[config.mk]
export PLATFORM = sky130hd
export DESIGN_NAME = uart_rx
export DESIGN_NICKNAME = d
export VERILOG_FILES = /design/src/rtl/uart_rx_pkg.sv /design/src/rtl/uart_rx_sync_ff.sv /design/src/rtl/uart_rx.sv
export SDC_FILE = /design/constraint.sdc
export NUM_CORES = 1
export LEC_CHECK = 0
export CAP_MARGIN = 15
export CORE_MARGIN = 2
export CORE_UTILIZATION = 25
export DETAILED_ROUTE_END_ITERATION = 7
export PLACE_DENSITY_LB_ADDON = 0.12
export SYNTH_ARGS = -nofsm -noshare
export SYNTH_HDL_FRONTEND = slang
export SYNTH_SLANG_ARGS = --single-unit
export TNS_END_PERCENT = 100
[constraint.sdc]
create_clock -name i_clock -period 2.5 [get_ports i_clock]
set_clock_uncertainty 0.05 [all_clocks]
set_input_delay 0.5 -clock i_clock [delete_from_list [all_inputs] [get_ports i_clock]]
set_output_delay 0.5 -clock i_clock [all_outputs]
set_load 0.05 [all_outputs]
[src/rtl/uart_rx_pkg.sv]
// Shared UART definitions: state encodings, frame width and default baud divisor.
// The transmitter and receiver both import this package so they share one baud definition.
package uart_rx_pkg;

  localparam int UART_DATA_BITS      = 8;
  localparam int UART_CLOCKS_PER_BIT = 1000;

  typedef enum logic [2:0] {
    UART_IDLE  = 3'd0,
    UART_START = 3'd1,
    UART_DATA  = 3'd2,
    UART_STOP  = 3'd3,
    UART_BREAK = 3'd4
  } uart_state_t;

endpackage

[src/rtl/uart_rx_sync_ff.sv]
// Multi-stage synchroniser for an asynchronous input. Its flops reset to 1 so an idle-high line
// reads as idle straight out of reset. Also intended for the I2C SDA/SCL inputs.
module sync_ff #(
  parameter int STAGES = 2
) (
  input  logic i_clock,
  input  logic i_reset_n,
  input  logic i_d,
  output logic o_q
);

  logic [STAGES-1:0] r_sync;

  always_ff @(posedge i_clock or negedge i_reset_n) begin
    if (!i_reset_n) r_sync <= '1;
    else            r_sync <= {r_sync[STAGES-2:0], i_d};
  end

  assign o_q = r_sync[STAGES-1];

endmodule

[src/rtl/uart_rx.sv]
// 8N1 UART receiver with a one-entry holding register and a valid/ack handshake.
// It flags framing errors and overruns, and it ignores start-bit glitches.
module uart_rx
  import uart_rx_pkg::*;
#(
  parameter int CLOCKS_PER_BIT = UART_CLOCKS_PER_BIT,
  parameter int SYNC_STAGES    = 2
) (
  input  logic                      i_clock,
  input  logic                      i_reset_n,
  input  logic                      i_rxSerial,
  input  logic                      i_rxAck,
  output logic [UART_DATA_BITS-1:0] o_rxData,
  output logic                      o_rxValid,
  output logic                      o_rxBusy,
  output logic                      o_framingError,
  output logic                      o_overrun
);

  localparam int CW = $clog2(CLOCKS_PER_BIT);
  localparam logic [CW-1:0] LAST_COUNT = CW'(CLOCKS_PER_BIT - 1);
  localparam logic [CW-1:0] HALF_COUNT = CW'(CLOCKS_PER_BIT / 2 - 1);
  localparam logic [2:0]    LAST_BIT   = 3'(UART_DATA_BITS - 1);

  uart_state_t               r_state, w_next;
  logic [CW-1:0]             r_count;
  logic [2:0]                r_bitIdx;
  logic [UART_DATA_BITS-1:0] r_shift, r_data;
  logic                      r_valid, r_busy, r_frameErr, r_overrun;
  logic                      w_rx, w_sample, w_load, w_overrun, w_frameErr;

  sync_ff #(.STAGES(SYNC_STAGES)) u_sync (
    .i_clock  (i_clock),
    .i_reset_n(i_reset_n),
    .i_d      (i_rxSerial),
    .o_q      (w_rx)
  );

  always_comb begin
    w_next     = r_state;
    w_sample   = 1'b0;
    w_load     = 1'b0;
    w_overrun  = 1'b0;
    w_frameErr = 1'b0;
    case (r_state)
      UART_IDLE:  if (!w_rx) w_next = UART_START;
      UART_START: if (r_count == HALF_COUNT) w_next = w_rx ? UART_IDLE : UART_DATA;
      UART_DATA: begin
        if (r_count == LAST_COUNT) begin
          w_sample = 1'b1;
          if (r_bitIdx == LAST_BIT) w_next = UART_STOP;
        end
      end
      UART_STOP: begin
        if (r_count == LAST_COUNT) begin
          if (!w_rx) begin
            w_frameErr = 1'b1;
            w_next     = UART_BREAK;
          end else begin
            w_next = UART_IDLE;
            // An ack arriving with the new byte frees the holding register, so no overrun
            if (!r_valid || i_rxAck) w_load    = 1'b1;
            else                     w_overrun = 1'b1;
          end
        end
      end
      UART_BREAK: if (w_rx) w_next = UART_IDLE;
      default:    w_next = UART_IDLE;
    endcase
  end

  always_ff @(posedge i_clock or negedge i_reset_n) begin
    if (!i_reset_n) begin
      r_state <= UART_IDLE;
      r_busy  <= 1'b0;
      r_count <= '0;
    end else begin
      r_state <= w_next;
      r_busy  <= (w_next != UART_IDLE);
      if (w_next != r_state || w_sample) r_count <= '0;
      else                               r_count <= r_count + 1'b1;
    end
  end

  always_ff @(posedge i_clock or negedge i_reset_n) begin
    if (!i_reset_n) begin
      r_bitIdx <= '0;
      r_shift  <= '0;
    end else begin
      if (r_state != UART_DATA) r_bitIdx <= '0;
      else if (w_sample)        r_bitIdx <= r_bitIdx + 1'b1;
      if (w_sample) r_shift <= {w_rx, r_shift[UART_DATA_BITS-1:1]};
    end
  end

  always_ff @(posedge i_clock or negedge i_reset_n) begin
    if (!i_reset_n) begin
      r_data     <= '0;
      r_valid    <= 1'b0;
      r_frameErr <= 1'b0;
      r_overrun  <= 1'b0;
    end else begin
      r_frameErr <= w_frameErr;
      r_overrun  <= w_overrun;
      if (w_load) begin
        r_data  <= r_shift;
        r_valid <= 1'b1;
      end else if (i_rxAck) begin
        r_valid <= 1'b0;
      end
    end
  end

  assign o_rxData       = r_data;
  assign o_rxValid      = r_valid;
  assign o_rxBusy       = r_busy;
  assign o_framingError = r_frameErr;
  assign o_overrun      = r_overrun;

endmodule

==> flow_summary_export.csv, run 1 <==
group,metric,value,unit
pwr,power_density,527,mW/mm^2
floorplan,die_w,85.9,um
status,status,"finished, violations left",
global_route,grt.total_usage,10.4,%
cells_and_area,fin_area,0.00202,sq mm
logic_synthesis,netlist_instances,137,
cells_and_area,area_growth,20.2,%
worst_setup_path,end_kind,"register",
cells_and_area,num-fill-cells,661,
timing,finalSetupViolCount,0,
timing,slew-limit-headroom,44.0,%
worst_setup_path,required,2.62,ns
drt,wl_per_cell,13.6,um
floorplan,die_y,85.9,um
global_route,grt_pass1_vias,1213,
worst_setup_path,worst-path-buf-inv,0,
clock_tree,hold_buffers,0,
flow_run,maxCapViolations,0,
timing,tightest_slew,0.841,ns
global_route,grt_max_degree,39,
cells_and_area,fin_nets,166,
logic_synthesis,syn_nets,144,
cells_and_area,finish.utilization,31.4,%
drt,drc,1,
logic_synthesis,synth_top_area_share,53.7,%
global_route,antenna_found_initial,0,
worst_setup_path,crit_chain,"ha_1, and3b_1, nand4_1, nor2_2, mux2_2",
worst_setup_path,cpPeakStageDelay,0.44,ns
clock_tree,cts_tree,"built",
place,hpwl,2.34,mm
drt,ant_nets,0,
place,io_buffers,15,
worst_setup_path,worstPathMaxFanout,8,
floorplan,ios,16,
logic_synthesis,syn_area_per_cell,12.2,sq um
global_route,grt_first_pass_wirelength,5.96,mm
clock_tree,clkLatencyLatePin,0.28,ns
pwr,p_leak,0.894,nW
clock_tree,numCtsBuffers,5,
logic_synthesis,synth_area,0.00168,sq mm
logic_synthesis,synth_edf_count,0,
worst_setup_path,crit_type,"register to register",
logic_synthesis,ys_async_sr_fraction,100,%
global_route,gr-total-overflow,0,
clock_tree,cts_setup_buffers,0,
logic_synthesis,ys_ff_latch,38,
cells_and_area,antenna_cells,0,
clock_tree,cts-htree-levels,2,
drt,dr.pass1.iters,8,
place,place_area,0.00192,sq mm
logic_synthesis,synthFlopType,"dfrtp_1",
logic_synthesis,yosysUniqueCellTypes,38,
timing,post-route-period-util,85.5,%
worst_setup_path,critPathTopFamily,"simple AND/OR/NAND/NOR gates",
drt,drt-total-wl,3.23,mm
worst_setup_path,cpMaxStageDelayCell,"nor2_2",
floorplan,core,0.00642,sq mm
worst_setup_path,worstPathArrival,2.25,ns
worst_setup_path,worstSetupStartpointType,"register",
floorplan,num_rows,29,
timing,period_minus_slack,2.14,ns
place,place.gp.congestion,0.747,
timing,whs,0.267,ns
timing,slew_violations,0,
worst_hold_path,hold_class,"input port to asynchronous set/reset pin",
status,failed_checks,"DRC",
clock_tree,root_buffer,"clkbuf_8",
clock_tree,clockBufferDepth,2,
floorplan,initial_core_util,26.1,%
logic_synthesis,synthTopCellsByArea,"dfrtp_1, mux2_2, dfstp_2",
logic_synthesis,ys_warn_count,0,
cells_and_area,drive_gt1_share,23.1,%
clock_tree,clk_pin_slew,0.07,ns
floorplan,die-area,0.00738,sq mm
clock_tree,ctsResizeCount,0,
drt,via_per_inst,4.54,
drt,drt-initial-drc-count,37,
timing,timing.fmax,468,MHz
logic_synthesis,synth_top_cell_by_area,"dfrtp_1",
timing,tns,0,ns
clock_tree,clkSinkCount,38,
timing,final_hold_viol_count,0,
logic_synthesis,yosysSeqAreaShare,56.9,%
pwr,ir_drop,0.186,mV
place,pre_cts_slack,0.355,ns
drt,vias,1077,
timing,fin_ws,0.361,ns
timing,rsz0062_at_grt,"no",
## routing by layer
layer / track usage, % / up-vias / wire length, um
li1: - / 526 / -
met5: 0 / - / 0
met1: 13.0 / 520 / 1540
met3: 2.21 / 8 / 107
met2: 16.6 / 23 / 1510
met4: 5.92 / 0 / 84
## logic make-up (layout without fill, tap and decap cells)
family / after synthesis / count (layout) / share of synthesized area [%]
adder cells (fa/ha/maj): 3 / 3 / 2.24
XOR/XNOR: 10 / 10 / 5.22
AO/OA/AOI/OAI: 13 / 13 / 4.48
AND/OR/NAND/NOR: 55 / 55 / 19.9
buffers and inverters: 2 / 25 / 0.522
multiplexers: 16 / 16 / 10.7
flip-flops: 38 / 38 / 56.9
## synth_stat cells (2+ instances only)
master and n:
xnor2_1 5, nor2_1 14, nand2b_1 2, mux2_2 16, nand2_1 10, and4_1 2, a21oi_1 8, nand3_1 4
nor3_1 3, nand4_1 2, nor2b_1 2, dfrtp_1 36, xor2_1 5, dfstp_2 2, ha_1 3
## worst paths after layout
check                            startpoint               end  slack [ns]  cells after the start
hold reg to reg            u_sync.r_sync[0]  u_sync.r_sync[1]        0.31                      0
max in group asynchronous         i_reset_n        r_count[9]        1.61                      1
hold / removal                    i_reset_n       r_bitIdx[0]        0.27                      1
setup reg to reg                 r_count[0]       o_rxData[1]        0.36                      5
min in group i_clock       u_sync.r_sync[0]  u_sync.r_sync[1]        0.31                      0
setup / recovery                 r_count[0]       o_rxData[1]        0.36                      5
## cell type report
type / instances / area, sq um / share of cell area, %
Timing Repair Buffer: 17 / 160 / 7.95
Tap cell: 77 / 96.3 / 4.78
Multi-Input combinational cell: 97 / 714 / 35.4
Clock inverter: 1 / 5.00 / 0.248
Sequential cell: 38 / 953 / 47.3
Clock buffer: 7 / 86.3 / 4.28
## sequential cells by signal, indices dropped and copies added (netlist names)
signal / count
o_framingError: 1
o_overrun: 1
o_rxBusy: 1
o_rxData: 8
o_rxValid: 1
r_bitIdx: 3
r_count: 10
r_shift: 8
r_state: 3
u_sync.r_sync: 2
## report_power, final
group | internal, mW | switching, mW | leakage (nW)
combinational | 0.00438 | 0.0125 | 0.341
sequential | 0.617 | 0.00206 | 0.504
clock | 0.222 | 0.204 | 0.0482
## placed cells by master (no fill, tap or decap), types with 2 or more instances in the layout
| master | count |
|---|---|
| clkdlybuf4s50_1 | 14 |
| nand2b_1 | 2 |
| dfrtp_1 | 36 |
| nor2b_1 | 2 |
| nand2_1 | 10 |
| and4_1 | 2 |
| a21oi_1 | 8 |
| ha_1 | 3 |
| nand4_1 | 2 |
| xor2_1 | 5 |
| nand3_1 | 4 |
| clkbuf_8 | 6 |
| xnor2_1 | 5 |
| dfstp_2 | 2 |
| buf_4 | 2 |
| nor3_1 | 3 |
| nor2_1 | 14 |
| mux2_2 | 16 |
## stage by stage
stage / total power [mW] / cells
final: 1.06 / 237
after global routing: 1.12 / 237
after CTS: 1.09 / 237
after detailed placement: 0.650 / 229
after global placement: 0.649 / 229
after floorplan: 0.633 / 137
No activity file was read; power rests on OpenSTA's default activity.
==> run 2: changes to the inputs <==
--- a/config.mk
+++ b/config.mk
@@ -9,6 +9,7 @@
 export CORE_MARGIN = 2
 export CORE_UTILIZATION = 25
 export DETAILED_ROUTE_END_ITERATION = 7
+export DONT_BUFFER_PORTS = 1
 export PLACE_DENSITY_LB_ADDON = 0.12
 export SYNTH_ARGS = -nofsm -noshare
 export SYNTH_HDL_FRONTEND = slang
==> run 2 against run 1 <==
Net effect: the flow still finishes with violations (DRC); first-iteration DRC count is 5.4% higher; sequential share of layout area rose by 3.2 points; register-to-register slack better by 0.04 ns; routed wire length is essentially flat; via count fell by 3.3%; clock power fell by 5.9%; combinational power up 9%; critical path type unchanged; highest routed layer unchanged.
==> flow_summary_export.csv, run 2 (same netlist as run 1, synthesis figures left out) <==
group,metric,value,unit
status,status,"finished, violations left",
status,failed_checks,"DRC",
cells_and_area,instances_no_fill,223,
floorplan,ios,16,
worst_setup_path,rr_startpoint,"r_count[0]",
worst_setup_path,cpPeakStageDelay,0.43,ns
pwr,power_density,550,mW/mm^2
pwr,ir_drop,0.243,mV
worst_hold_path,worstHoldPathCells,0,
flow_run,maxCapViolations,0,
cells_and_area,final_cell_mix,"dfrtp_1, mux2_2, nor2_1, nand2_1, a21oi_1",
drt,drt-initial-drc-count,39,
drt,via_per_inst,4.67,
floorplan,initial_core_util,26.1,%
worst_setup_path,worstPathMaxFanout,8,
cells_and_area,drive_gt1_share,25.3,%
worst_setup_path,crit_type,"register to register",
cells_and_area,fin_nets,153,
timing,slew-limit-headroom,67.0,%
cells_and_area,largest_register,"r_count",
drt,wl_per_cell,14.5,um
drt,dr.pass1.iters,8,
drt,ant_nets,0,
worst_hold_path,hold_class,"input port to register",
floorplan,die_y,85.9,um
worst_setup_path,worstPathArrival,2.22,ns
drt,vias,1041,
place,io_buffers,0,
cells_and_area,fin_area,0.00189,sq mm
worst_hold_path,hold_end,"u_sync.r_sync[0]",
floorplan,die_w,85.9,um
worst_setup_path,r2r_slack,0.41,ns
timing,period_minus_slack,2.09,ns
cells_and_area,final_common_cell,"dfrtp_1",
global_route,grt.total_usage,10.1,%
global_route,grt_first_pass_wirelength,5.78,mm
floorplan,die-area,0.00738,sq mm
clock_tree,cts-htree-levels,2,
clock_tree,clockBufferDepth,2,
floorplan,num_rows,29,
worst_hold_path,hp-start,"i_rxSerial",
drt,drt-total-wl,3.23,mm
worst_setup_path,worst-path-buf-inv,0,
global_route,antenna_found_initial,0,
worst_setup_path,worstSetupStartpointType,"register",
clock_tree,cts_setup_buffers,0,
clock_tree,clkSinkCount,38,
pwr,p_leak,0.849,nW
clock_tree,clk_pin_slew,0.07,ns
global_route,grt_max_degree,39,
global_route,gr-total-overflow,0,
floorplan,core,0.00642,sq mm
cells_and_area,area_growth,12.6,%
cells_and_area,antenna_cells,0,
place,placed_cells,214,
worst_setup_path,required,2.62,ns
timing,tns,0,ns
timing,timing.fmax,478,MHz
worst_setup_path,reg2reg_depth,5,
worst_setup_path,cpMaxStageDelayCell,"nor2_2",
place,place.gp.congestion,0.685,
clock_tree,clkLatencyLatePin,0.29,ns
place,hpwl,2.26,mm
drt,drc,1,
timing,slew_violations,0,
place,place_area,0.00178,sq mm
timing,post-route-period-util,83.8,%
clock_tree,root_buffer,"clkbuf_8",
worst_setup_path,critPathTopFamily,"simple AND/OR/NAND/NOR gates",
timing,rsz0062_at_grt,"no",
global_route,grt_pass1_vias,1165,
cells_and_area,largest_reg_flops,10,
timing,final_hold_viol_count,0,
worst_setup_path,end_kind,"register",
worst_setup_path,rr_endpoint,"o_rxData[2]",
worst_setup_path,crit_chain,"ha_1, and3b_1, nand4_1, nor2_2, mux2_2",
clock_tree,cts_tree,"built",
timing,tightest_slew,0.495,ns
timing,finalSetupViolCount,0,
clock_tree,numCtsBuffers,5,
==> run 2: worst reg2reg max path, cell delays in order, from the launching register on <==
cell and delay (ns):
dfrtp_1 0.40, ha_1 0.24, and3b_1 0.28, nand4_1 0.20, nor2_2 0.43, mux2_2 0.39
==> run 2: layout make-up <==
type,instances,area [sq um]
sequential,38,953
tap,77,96.3
clock buffer,5,68.8
fill,655,4530
multi-input combinational,97,714
clock inverter,2,10.0
timing repair buffer,4,45.0
==> run 2: metrics by stage <==
stage          utilization, %  hold slack (ns)  power [mW]  setup WS (ns)
2_1_floorplan               -            0.154       0.633          0.690
3_3_place_gp             27.7            0.156       0.634          0.444
3_5_place_dp             27.7            0.157       0.634          0.366
4_1_cts                  29.4            0.147        1.06          0.356
5_1_grt                  29.4            0.131        1.10          0.202
6_report                 29.4            0.157        1.04          0.406
==> run 2: worst max path at each step <==
stage                     startpoint           to  slack [ns]  cells past startpoint
after floorplan           r_count[0]   r_shift[0]        0.69                      4
after global placement    r_count[0]  o_rxData[0]        0.44                      5
after detailed placement  r_count[0]  o_rxData[2]        0.37                      5
after CTS                 r_count[0]  o_rxData[2]        0.36                      5
after global routing      r_count[0]  o_rxData[6]        0.20                      5
final                     r_count[0]  o_rxData[2]        0.41                      5
==> run 2: repair_timing <==
action / in CTS / in global routing
endpoints found under the setup margin: 0 / 0
resized for setup: 0 / 0
endpoints found under the hold margin: 38 / 0
hold buffers: 2 / 0
==> run 2: layer usage <==
metal / routed length (um) / GRT usage [%] / up-vias
met5: 0 / 0 / -
met4: 57 / 4.33 / 0
met3: 101 / 2.60 / 4
met2: 1560 / 15.9 / 19
met1: 1510 / 13.2 / 517
li1: - / - / 501
==> run 2: where the power goes <==
part | switching (mW) | total (mW) | internal [mW]
registers | 0.00218 | 0.619 | 0.617
logic | 0.0131 | 0.0185 | 0.00544
clock network | 0.214 | 0.401 | 0.187
total | 0.229 | 1.04 | 0.810
==> run 3: changes to the inputs <==
==> constraint.sdc (replaced) <==
create_clock -name i_clock -period 1.73 [get_ports i_clock]
set_clock_uncertainty 0.05 [all_clocks]
set_input_delay 0.346 -clock i_clock [delete_from_list [all_inputs] [get_ports i_clock]]
set_output_delay 0.346 -clock i_clock [all_outputs]
set_load 0.05 [all_outputs]
==> run 3 against run 2 <==
Net effect: the flow finishes with violations (setup timing); fmax is 13% higher; via count is 15% higher; final cell count is 18% higher; core utilization is 7.5 points higher; critical path type unchanged; critical endpoint is now r_shift[5]; highest routed layer unchanged.
==> flow_summary_export.csv, run 3 (same netlist as run 1, synthesis figures left out) <==
group,metric,value,unit
status,status,"finished, violations left",
status,failed_checks,"setup timing",
timing,fin_ws,-0.129,ns
drt,ant_nets,0,
global_route,grt_max_degree,39,
global_route,gr-total-overflow,0,
global_route,busiest_layer,"met2",
clock_tree,cts_tree,"built",
pwr,power_density,775,mW/mm^2
clock_tree,clockBufferDepth,2,
cells_and_area,num-fill-cells,620,
global_route,grt_first_pass_wirelength,6.43,mm
floorplan,die_y,85.9,um
drt,vias,1192,
pwr,p_leak,1.10,nW
cells_and_area,largest_register,"r_count",
drt,drc,0,
place,hpwl,2.48,mm
timing,slew_violations,0,
worst_setup_path,crit_type,"register to register",
worst_setup_path,worstSetupStartpointType,"register",
worst_hold_path,worstHoldPathCells,2,
worst_setup_path,worst-path-buf-inv,1,
worst_setup_path,critPathTopFamily,"simple AND/OR/NAND/NOR gates",
floorplan,die-area,0.00738,sq mm
worst_setup_path,worstPathArrival,1.99,ns
worst_setup_path,r2r_slack,-0.13,ns
cells_and_area,largest_reg_flops,10,
global_route,met3_usage,2.50,%
place,place.gp.congestion,0.758,
timing,rsz0062_at_grt,"yes",
place,place_area,0.00198,sq mm
worst_setup_path,rr_endpoint,"r_shift[5]",
timing,tightest_slew,0.483,ns
global_route,antenna_found_initial,0,
timing,timing.fmax,538,MHz
floorplan,initial_core_util,26.1,%
cells_and_area,fin_area,0.00237,sq mm
worst_hold_path,hold_class,"input port to register",
cells_and_area,instances_no_fill,263,
clock_tree,numCtsBuffers,5,
cells_and_area,final_cell_mix,"buf_4, dfrtp_1, mux2_4, nor2_1, nand2_1",
timing,finalSetupViolCount,19,
cells_and_area,finish.utilization,36.9,%
global_route,grt_pass1_vias,1270,
clock_tree,clkSinkCount,38,
worst_setup_path,cpMaxStageDelayCell,"or3b_4",
clock_tree,clkLatencyLatePin,0.29,ns
floorplan,num_rows,29,
worst_hold_path,hp-start,"i_rxAck",
global_route,grtUsageMet1,14.8,%
cells_and_area,final_common_cell,"buf_4",
worst_setup_path,required,1.86,ns
worst_hold_path,hold_end,"o_overrun",
drt,drt-total-wl,3.57,mm
drt,via_per_inst,4.53,
timing,post-route-period-util,107,%
cells_and_area,antenna_cells,0,
global_route,grt.total_usage,11.3,%
drt,wl_per_cell,13.6,um
place,placed_cells,238,
flow_run,maxCapViolations,0,
clock_tree,clk_pin_slew,0.08,ns
worst_setup_path,worstPathMaxFanout,8,
drt,drt-initial-drc-count,36,
cells_and_area,drive_gt1_share,45.7,%
floorplan,core,0.00642,sq mm
pwr,p_total,1.84,mW
place,io_buffers,0,
timing,whs,0.216,ns
timing,period_minus_slack,1.86,ns
cells_and_area,area_growth,41.5,%
timing,final_hold_viol_count,0,
global_route,use_met2,18.0,%
worst_setup_path,end_kind,"register",
floorplan,ios,16,
clock_tree,cts-htree-levels,2,
pwr,ir_drop,0.408,mV
worst_setup_path,rr_startpoint,"r_state[2]",
worst_setup_path,crit_chain,"or3b_4, nor4_4, buf_6, mux2_4",
floorplan,die_w,85.9,um
drt,dr.pass1.iters,6,
worst_setup_path,reg2reg_depth,4,
timing,slew-limit-headroom,67.8,%
clock_tree,root_buffer,"clkbuf_8",
cells_and_area,fin_nets,192,
worst_setup_path,cpPeakStageDelay,0.44,ns
-- run 3: cell count changes in the layout (fill, tap and decap cells not counted), sizes merged --
cell	change
clkinv	-1
bufinv	+2
dlygate4sd3	+1
buf	+38
-- run 3: where the power goes --
part           switching [mW]  internal [mW]
combinational          0.0207         0.0108
sequential            0.00395          0.892
clock                   0.334          0.578
total                   0.359           1.48
-- run 3: how the worst max path moves through the flow --
| stage | startpoint | to | slack, ns | depth (start not counted) |
|---|---|---|---|---|
| 2_1_floorplan | r_state[2] | r_shift[0] | -0.07 | 4 |
| 3_3_place_gp | r_count[1] | o_rxBusy | -0.09 | 6 |
| 3_5_place_dp | r_count[0] | o_rxData[5] | -0.13 | 5 |
| 4_1_cts | r_count[1] | o_rxBusy | -0.06 | 5 |
| 5_1_grt | r_state[2] | r_shift[5] | -0.19 | 4 |
| 6_report | r_state[2] | r_shift[5] | -0.13 | 4 |
-- run 3: final cells by class --
cell class	instances	area [sq um]	area share, %
Clock buffer	5	68.8	2.90
Clock inverter	3	68.8	2.90
Multi-Input combinational cell	97	828	34.9
Sequential cell	38	953	40.2
Tap cell	77	96.3	4.06
Timing Repair Buffer	43	357	15.0
-- run 3: what timing repair did --
action | CTS | global route
gates resized for setup | 24 | 2
hold buffers | 3 | 0
hold endpoints to repair | 39 | 0
endpoints found under the setup margin | 27 | 27
pin swaps | 2 | 5
setup buffers | 7 | 7
-- run 3: routing by layer --
| metal | part of all wire (%) | wire length, um |
|---|---|---|
| met5 | 0 | 0 |
| met3 | 2.7 | 97 |
| met4 | 2.1 | 76 |
| met2 | 49 | 1750 |
| met1 | 46 | 1650 |
-- run 3: worst reg2reg max path, delay by kind of cell, from the launching register on --
kind,cells,cell delay [ns]
buf+inv,1,0.20
simple gates,2,0.76
flops,1,0.42
mux,1,0.31
-- run 3: through the flow --
stage               TNS (ns)  setup WS [ns]
CTS                   -0.452        -0.0591
global placement      -0.932        -0.0926
global route           -3.19         -0.190
finish                 -1.43         -0.129
floorplan             -0.600        -0.0708
detailed placement     -1.42         -0.130
